===== src/rtl/fetch_stage_if.sv =====
// Fetch-stage bus bundle: IMEM address/data, execute redirect, and the
// valid/ready handshake toward decode.
interface fetch_stage_if;
    logic [31:0] imem_addr;
    logic [31:0] imem_data;
    logic        redirect_valid;
    logic [31:0] redirect_pc;
    logic        out_valid;
    logic        out_ready;
    logic [31:0] out_pc;
    logic [31:0] out_insn;
    logic        out_fault;

    modport master (
        output imem_addr,
        input  imem_data,
        input  redirect_valid,
        input  redirect_pc,
        output out_valid,
        input  out_ready,
        output out_pc,
        output out_insn,
        output out_fault
    );

    modport slave (
        input  imem_addr,
        output imem_data,
        output redirect_valid,
        output redirect_pc,
        input  out_valid,
        output out_ready,
        input  out_pc,
        input  out_insn,
        input  out_fault
    );
endinterface


===== src/rtl/fetch_stage.sv =====
// Instruction fetch stage: owns the PC, drives a zero-latency IMEM and holds one
// fetch/decode entry behind a valid/ready handshake; faults halt fetching until redirected.
module fetch_stage #(
    parameter logic [31:0] RESET_PC   = 32'h0000_0000,
    parameter logic [31:0] IMEM_BYTES = 32'd1024
) (
    input  logic             clk,
    input  logic             rst_n,
    fetch_stage_if.master    bus,
    output logic [31:0]      fetch_count
);

    typedef enum logic {
        RUN,
        HALT
    } state_t;

    state_t      state, state_n;
    logic [31:0] pc, pc_n;
    logic        valid_q, valid_n;
    logic [31:0] opc_q, opc_n;
    logic [31:0] insn_q, insn_n;
    logic        fault_q, fault_n;
    logic        fault_cond;
    logic        slot_free;
    logic        advance;
    logic        transfer;

    assign bus.imem_addr = pc;
    assign bus.out_valid = valid_q;
    assign bus.out_pc    = opc_q;
    assign bus.out_insn  = insn_q;
    assign bus.out_fault = fault_q;

    assign fault_cond = (pc[1:0] != 2'b00) || (pc >= IMEM_BYTES);
    assign slot_free  = !valid_q || bus.out_ready;
    assign advance    = slot_free && (state == RUN) && !bus.redirect_valid;
    assign transfer   = valid_q && bus.out_ready;

    always_ff @(posedge clk or negedge rst_n) begin
        if (!rst_n) begin
            state       <= RUN;
            pc          <= RESET_PC;
            valid_q     <= 1'b0;
            opc_q       <= '0;
            insn_q      <= '0;
            fault_q     <= 1'b0;
            fetch_count <= '0;
        end else begin
            state   <= state_n;
            pc      <= pc_n;
            valid_q <= valid_n;
            opc_q   <= opc_n;
            insn_q  <= insn_n;
            fault_q <= fault_n;
            // A redirect flushes the entry but the handshake itself still completes
            if (transfer) begin
                fetch_count <= fetch_count + 32'd1;
            end
        end
    end

    always_comb begin
        state_n = state;
        pc_n    = pc;
        valid_n = valid_q;
        opc_n   = opc_q;
        insn_n  = insn_q;
        fault_n = fault_q;

        if (bus.redirect_valid) begin
            pc_n    = bus.redirect_pc;
            state_n = RUN;
            valid_n = 1'b0;
        end else if (advance) begin
            valid_n = 1'b1;
            opc_n   = pc;
            if (fault_cond) begin
                insn_n  = '0;
                fault_n = 1'b1;
                state_n = HALT;
            end else begin
                insn_n  = bus.imem_data;
                fault_n = 1'b0;
                pc_n    = pc + 32'd4;
            end
        end else if (slot_free) begin
            // Only reachable in HALT: drain the held entry and stop presenting
            valid_n = 1'b0;
        end
    end

endmodule


===== src/flat_wrapper.sv =====
// flat-port wrapper written by rule: the top's interface ports become plain ports
module fetch_stage_flat 
#(
    parameter logic [31:0] RESET_PC   = 32'h0000_0000,
    parameter logic [31:0] IMEM_BYTES = 32'd1024
)
  (clk, rst_n, fetch_count, bus_imem_addr, bus_imem_data, bus_redirect_valid, bus_redirect_pc, bus_out_valid, bus_out_ready, bus_out_pc, bus_out_insn, bus_out_fault);
  fetch_stage_if bus_i ();
  input  logic clk;
  input  logic rst_n;
  output logic [31:0] fetch_count;
  output wire logic [$bits(bus_i.imem_addr)-1:0] bus_imem_addr;
  input wire logic [$bits(bus_i.imem_data)-1:0] bus_imem_data;
  input wire logic [$bits(bus_i.redirect_valid)-1:0] bus_redirect_valid;
  input wire logic [$bits(bus_i.redirect_pc)-1:0] bus_redirect_pc;
  output wire logic [$bits(bus_i.out_valid)-1:0] bus_out_valid;
  input wire logic [$bits(bus_i.out_ready)-1:0] bus_out_ready;
  output wire logic [$bits(bus_i.out_pc)-1:0] bus_out_pc;
  output wire logic [$bits(bus_i.out_insn)-1:0] bus_out_insn;
  output wire logic [$bits(bus_i.out_fault)-1:0] bus_out_fault;
  assign bus_imem_addr = bus_i.imem_addr;
  assign bus_i.imem_data = bus_imem_data;
  assign bus_i.redirect_valid = bus_redirect_valid;
  assign bus_i.redirect_pc = bus_redirect_pc;
  assign bus_out_valid = bus_i.out_valid;
  assign bus_i.out_ready = bus_out_ready;
  assign bus_out_pc = bus_i.out_pc;
  assign bus_out_insn = bus_i.out_insn;
  assign bus_out_fault = bus_i.out_fault;
  fetch_stage #(.RESET_PC(RESET_PC), .IMEM_BYTES(IMEM_BYTES)) u_core (.clk(clk), .rst_n(rst_n), .bus(bus_i), .fetch_count(fetch_count));
endmodule

===== config.mk =====
export PLATFORM = sky130hd
export DESIGN_NAME = fetch_stage_flat
export DESIGN_NICKNAME = d
export VERILOG_FILES = /design/src/rtl/fetch_stage_if.sv /design/src/rtl/fetch_stage.sv /design/src/flat_wrapper.sv
export SDC_FILE = /design/constraint.sdc
export NUM_CORES = 1
export LEC_CHECK = 0
export BUFFER_PORTS_ARGS = -buffer_cell sky130_fd_sc_hd__buf_2
export CORE_MARGIN = 4
export CORE_UTILIZATION = 50
export DETAILED_ROUTE_END_ITERATION = 10
export MAX_ROUTING_LAYER = met4
export PLACE_DENSITY = 0.81
export SYNTH_ARGS = -nofsm -noshare
export SYNTH_HDL_FRONTEND = slang
export SYNTH_SLANG_ARGS = --single-unit

===== constraint.sdc =====
create_clock -name clk -period 2.46 [get_ports clk]
set_input_delay 0.492 -clock clk [delete_from_list [all_inputs] [get_ports clk]]
set_output_delay 0.492 -clock clk [all_outputs]
set_load 0.02 [all_outputs]

==> run metrics, run 1 <==
status=finished clean; Synthesized Nets=approximately 600; CTS sink cnt=~130; final setup vio count=0; postcts setup bufs=0; Adder-Cell Fraction of Synth Area=0.00684; vias=4,663; CTS buffer count=17; Min Clock Period, post-route=1990 ps; Seq/Total Area, Yosys=0.598; chip width=between 100 and 150 um; dpl hpwl=10,500 um; xor/xnor cell area share of the yosys netlist=0.0495; maximum root-to-sink buffer count=2; drt total wl=~15,000 um; # DRC=0; Final Core Density=0.693; Ant. Diodes=0; hold crit path type=input port to flip-flop; CP Capture Type=flip-flop; Via-to-Cell Ratio=5.26; GR Overflow Total=0; std cell rows=37; Routability Congestion=0.888; Compound-Gate Fraction of Synth Area=0.0591; post-synth top area cell=dfrtp_1; top cells by area, synth=dfrtp_1 60%, nand2_1 12%, mux2_2 4.9%, xnor2_1 4.2%, o21ai_0 3.5%; Worst Setup Path Type=flip-flop to flip-flop; setup_tns=0 ps; mapped cell area=5490 um^2; pin count of the biggest net entering global routing=57; instance count of the mapped netlist=531; pwr dens=between 800 and 900 nW/um^2; Netlist cell types=36; Leakage=3.74 nW; Max H-tree Level=4; global-route wire length before repair=24,000 um; Final Hold Viols=0; Yosys warning total=0; peak supply drop=0.443 mV; # hold bufs at CTS=1; top cell type's share of synthesized area=0.598; starting density of the core=0.522; die area=12,700 um^2; Post-synth ARST share=1.00; worst-path cell chain=nor4_1, nand4_1, buf_4, or4_1, a31oi_1; post-route clock period utilization=0.810; Clock Skew=a little over 8 ps; Critical-path top delay cell=or4_1; Synth Area per Inst=10.3 um^2; Startpoint Class=flip-flop; fillers=roughly 840; Critical Path Start=u_core.bus.imem_addr[0]; Crit path required time=roughly 2900 ps; Hold Path Origin=bus_redirect_pc[27]; measured slew at the worst slew-check pin=743 ps; DR WL/cell=approximately 16 um; Port Buffers=197; EDFF count, synth=0; Reg area=3280 um^2; FF-to-FF setup slack=roughly 470 ps; Reg clk slew, reported paths=60 ps; Global Route Usage Sum=0.243; Placed Cells=854; simple-gate portion of the synthesized area=0.213; commonest cells in the synthesized netlist=170 x nand2_1, 131 x dfrtp_1, 38 x o21ai_0, 26 x xnor2_1, 24 x mux2_2; Slew HR=0.501; area grow syn2layout=32.8%; Final Non-Filler Cells=887; worst-skew pair later-pin latency=520 ps; Synth Flop Type=dfrtp_1; initial antenna violation count=0; TritonRoute pass-1 iters=4; most common cell in the synthesized netlist=nand2_1; Synth Register Bits=131; Core ar.=around 11,000 um^2; RSZ-0062 raised after global routing=no; Die Span Y=around 110 um; number of I/O pins=198; main combinational cell family by area after synthesis=simple AND/OR/NAND/NOR gates; critical path peak fanout=12; area of the multi-input gates=2110 um^2; Iteration-0 DRC Markers=360; vias in the first global route=4,806; Crit path largest cell delay=slightly above 500 ps; Detail Route Antenna Nets=0; fraction of layout cells with a size suffix above 1=0.365; # nets final=between 800 and 900; cells resized by post-CTS repair=0; multiplexer share of the synthesized area=0.0529; Max Cap Violations=0; reg2reg start=u_core.bus.imem_addr[0]; fmax=0.502 GHz; root buf cell=clkbuf_8; max-slew violation count=0; crit path DAT=around 2400 ps; CTS tree=done
registers in the layout (all words and copies together), names as in the netlist:
register and count:
u_core.bus.imem_addr 32, u_core.bus.out_insn 32, u_core.bus.out_pc 32, u_core.fetch_count 32
u_core.bus.out_fault 1, u_core.bus.out_valid 1, u_core.state 1
routing by layer:
| metal | wire length (um) | up-vias | track usage |
|---|---|---|---|
| li1 | - | 2227 | - |
| met1 | 6060 | 2226 | 0.297 |
| met2 | 7170 | 187 | 0.391 |
| met3 | 1190 | 23 | 0.0770 |
| met4 | 205 | 0 | 0.0729 |
| met5 | 0 | - | - |
cells by family after synthesis:
family / after synthesis
and+or+nand+nor: 254
DFF: 131
AOI/OAI and AO/OA: 56
xor gates and xnor gates: 31
buffers and inverters: 30
muxes: 26
adders and majority gates: 3
report_power, final:
part	internal [mW]	leakage [nW]	switching [mW]
clock network	1.57	0.294	0.897
logic	0.332	1.76	0.597
registers	2.35	1.69	0.194
total	4.25	3.74	1.69
final cells by class:
class	instances	share of cell area
Sequential cell	131	0.450
Timing Repair Buffer	211	0.153
Tap cell	136	0.0234
Inverter	7	0.00361
Clock buffer	23	0.0668
Clock inverter	9	0.0139
Multi-Input combinational cell	370	0.290
cells in the final DEF, fill, tap and decap left out, types with 5 or more instances in the layout:
cell / netlist / final
buf_2: 2 / 196
nand2_1: 170 / 170
dfrtp_1: 131 / 131
o21ai_0: 38 / 38
xnor2_1: 26 / 26
mux2_2: 24 / 24
nand4_1: 19 / 19
clkbuf_16: 0 / 16
nand3_1: 16 / 15
buf_4: 0 / 12
nor2_1: 9 / 9
inv_1: 6 / 6
nor4_2: 5 / 6
and3_1: 6 / 6
nor3_1: 6 / 6
clkbuf_8: 0 / 6
o31ai_1: 5 / 5
a31oi_1: 5 / 5
xor2_1: 5 / 5
clkinv_2: 0 / 5
stage by stage:
stage	setup slack (ps)	hold slack [ps]	instance area, um^2	power [mW]
finish	467	203	7280	5.94
global route	298	180	7280	6.22
CTS	477	181	7280	6.01
detailed placement	472	459	6690	3.51
global placement	554	453	6690	3.47
floorplan	616	196	5490	3.07
worst paths after layout:
check | cells after the start | to
setup / recovery | 5 | u_core.bus.imem_addr[5]
hold / removal | 2 | u_core.bus.imem_addr[27]
hold reg to reg | 2 | u_core.bus.out_pc[21]
max in group asynchronous | 3 | u_core.bus.out_insn[3]
min in group asynchronous | 2 | u_core.bus.imem_addr[11]
setup reg to reg | 5 | u_core.bus.imem_addr[5]
critical path: cells and delay by family, from the launching register on:
| kind | cells | cell delay (ps) |
|---|---|---|
| and+or+nand+nor | 3 | 1120 |
| buffers and inverters | 1 | 220 |
| DFF | 1 | 400 |
| AOI/OAI and AO/OA | 1 | 170 |
Power figures use the tool's default switching activity.
==> inputs of run 2 (changes only) <==
--- a/config.mk
+++ b/config.mk
@@ -7,10 +7,10 @@
 export LEC_CHECK = 0
 export BUFFER_PORTS_ARGS = -buffer_cell sky130_fd_sc_hd__buf_2
 export CORE_MARGIN = 4
-export CORE_UTILIZATION = 50
+export CORE_UTILIZATION = 45
 export DETAILED_ROUTE_END_ITERATION = 10
 export MAX_ROUTING_LAYER = met4
-export PLACE_DENSITY = 0.81
+export PLACE_DENSITY = 0.77
 export SYNTH_ARGS = -nofsm -noshare
 export SYNTH_HDL_FRONTEND = slang
 export SYNTH_SLANG_ARGS = --single-unit
==> constraint.sdc (replaced) <==
create_clock -name clk -period 1.8 [get_ports clk]
set_input_delay 0.36 -clock clk [delete_from_list [all_inputs] [get_ports clk]]
set_output_delay 0.36 -clock clk [all_outputs]
set_load 0.02 [all_outputs]
==> run 2 against run 1 <==
Net effect: combinational power grew 49%; setup slack worse by 460 ps; via count rose by 4.7%; global-route usage decreased by 1.1 points; final cell count up 4.8%; fmax grew 11%; total power is 37% higher; sequential power up 36%; worst hold slack worse by 28 ps; largest cell class unchanged.
==> run metrics, run 2 (synthesis results as in run 1) <==
Slew HR=0.658; CTS tree=done; Final Non-Filler Cells=930; # nets final=~840; worst-path cell chain=nor4_4, nand4_1, buf_6, or4_4, a31oi_1; Reg2Reg Depth=5; Ant. Diodes=0; post-route clock period utilization=0.995; Max H-tree Level=4; drt total wl=15,100 um; Startpoint Class=flip-flop; die area=14,000 um^2; fmax=0.559 GHz; hold crit path type=input port to flip-flop; global-route wire length before repair=25,300 um; Reg clk slew, reported paths=~50 ps; pin count of the biggest net entering global routing=56; area grow syn2layout=39.1%; fraction of layout cells with a size suffix above 1=0.395; Iteration-0 DRC Markers=a little under 400; Via-to-Cell Ratio=~5.3; Global Route Usage Sum=0.232; RSZ-0062 raised after global routing=yes; Crit path required time=2130 ps; GR Overflow Total=0; Placed Cells=896; Final Hold Viols=0; pwr dens=1070 nW/um^2; Min Clock Period, post-route=1790 ps; setup_tns=0 ps; TritonRoute pass-1 iters=5; Crit path largest cell delay=470 ps; Detail Route Antenna Nets=0; Hold Path Origin=bus_redirect_pc[10]; fin area=approximately 7600 um^2; initial antenna violation count=0; commonest non-fill, non-tap cell in the layout=buf_2; Port Buffers=197; DR WL/cell=16.2 um; maximum root-to-sink buffer count=2; final setup vio count=0; Die Span Y=118 um; Hold Crit Depth=3; status=finished clean; CP Capture Type=flip-flop; most frequent cells in the layout=196 x buf_2, 170 x nand2_1, 129 x dfrtp_1; peak supply drop=0.651 mV; Leakage=roughly 3.9 nW; # DRC=0; max-slew violation count=0; CTS buffer count=17; chip width=118 um; worst-skew pair later-pin latency=410 ps; Max Cap Violations=0; Clock Skew=6.99 ps; vias=4,883; Routability Congestion=a little under 0.9; dpl hpwl=11,100 um; Critical Path Start=u_core.bus.imem_addr[10]; Worst Setup Path Type=flip-flop to flip-flop; CTS sink cnt=131; starting density of the core=0.459; number of I/O pins=between 150 and 200; measured slew at the worst slew-check pin=roughly 510 ps; area of placed instances=6990 um^2; vias in the first global route=4,956; Core ar.=~12,000 um^2; std cell rows=40; reg2reg start=u_core.bus.imem_addr[10]; crit path DAT=2120 ps; critical path peak fanout=8; root buf cell=clkbuf_16; Critical-path top delay cell=or4_4
## run 2: changes by cell type in the layout (fill, tap and decap cells not counted), moves of 3 or more
| cell | change |
|---|---|
| buf_12 | +3 |
| buf_4 | +28 |
| clkbuf_1 | +5 |
| clkbuf_8 | -4 |
| nor4_1 | -3 |
| nor4_4 | +4 |
## run 2: final timing paths
kind,to,slack [ps]
min reg2reg,u_core.bus.out_pc[10],470
max,u_core.bus.imem_addr[5],10
max reg2reg,u_core.bus.imem_addr[5],10
min in group asynchronous,u_core.fetch_count[24],440
max in group asynchronous,u_core.bus.out_insn[28],690
min,u_core.bus.imem_addr[10],180
## run 2: through the flow
| stage | total power, mW | hold slack (ps) | setup slack [ps] | utilization |
|---|---|---|---|---|
| after detailed placement | 4.89 | 318 | -139 | 0.585 |
| after global placement | 4.84 | 307 | -68.9 | 0.585 |
| after floorplan | 4.20 | 64.4 | 4.81 | - |
| final | 8.13 | 176 | 9.82 | 0.638 |
| after CTS | 8.21 | 158 | -33.8 | 0.633 |
| after global routing | 8.51 | 155 | -91.2 | 0.638 |
## run 2: cell type report
class	count	area, um^2
Fill cell	954	4330
Multi-Input combinational cell	370	2180
Tap cell	147	184
Clock inverter	6	80.1
Clock buffer	25	475
Timing Repair Buffer	244	1410
Sequential cell	131	3280
Inverter	7	26.3
## run 2: repair_timing
| item | CTS | global route |
|---|---|---|
| hold endpoints to repair | 39 | 0 |
| pin swaps | 8 | 5 |
| gates cloned | 0 | 1 |
| hold buffers | 1 | 0 |
| endpoints found under the setup margin | 5 | 7 |
| setup buffers | 1 | 0 |
| gates resized for setup | 3 | 5 |
## run 2: report_power, final
group | internal [mW] | switching (mW) | total [mW]
registers | 3.22 | 0.243 | 3.46
clock network | 2.09 | 1.19 | 3.28
logic | 0.529 | 0.860 | 1.39
total | 5.84 | 2.29 | 8.13
## run 2: layer usage
layer | share of wire | up-vias | track usage | routed length (um)
met5 | 0 | - | - | 0
met4 | 0.017 | 0 | 0.0818 | 249
met3 | 0.085 | 20 | 0.0804 | 1280
met2 | 0.49 | 206 | 0.361 | 7330
met1 | 0.41 | 2371 | 0.284 | 6210
li1 | - | 2286 | - | -
## run 2: worst max-delay path: cells and delay by family (launching register included)
family	cells	cell delay, ps
flops	1	410
compound gates	1	150
simple gates	3	960
buf+inv	1	190
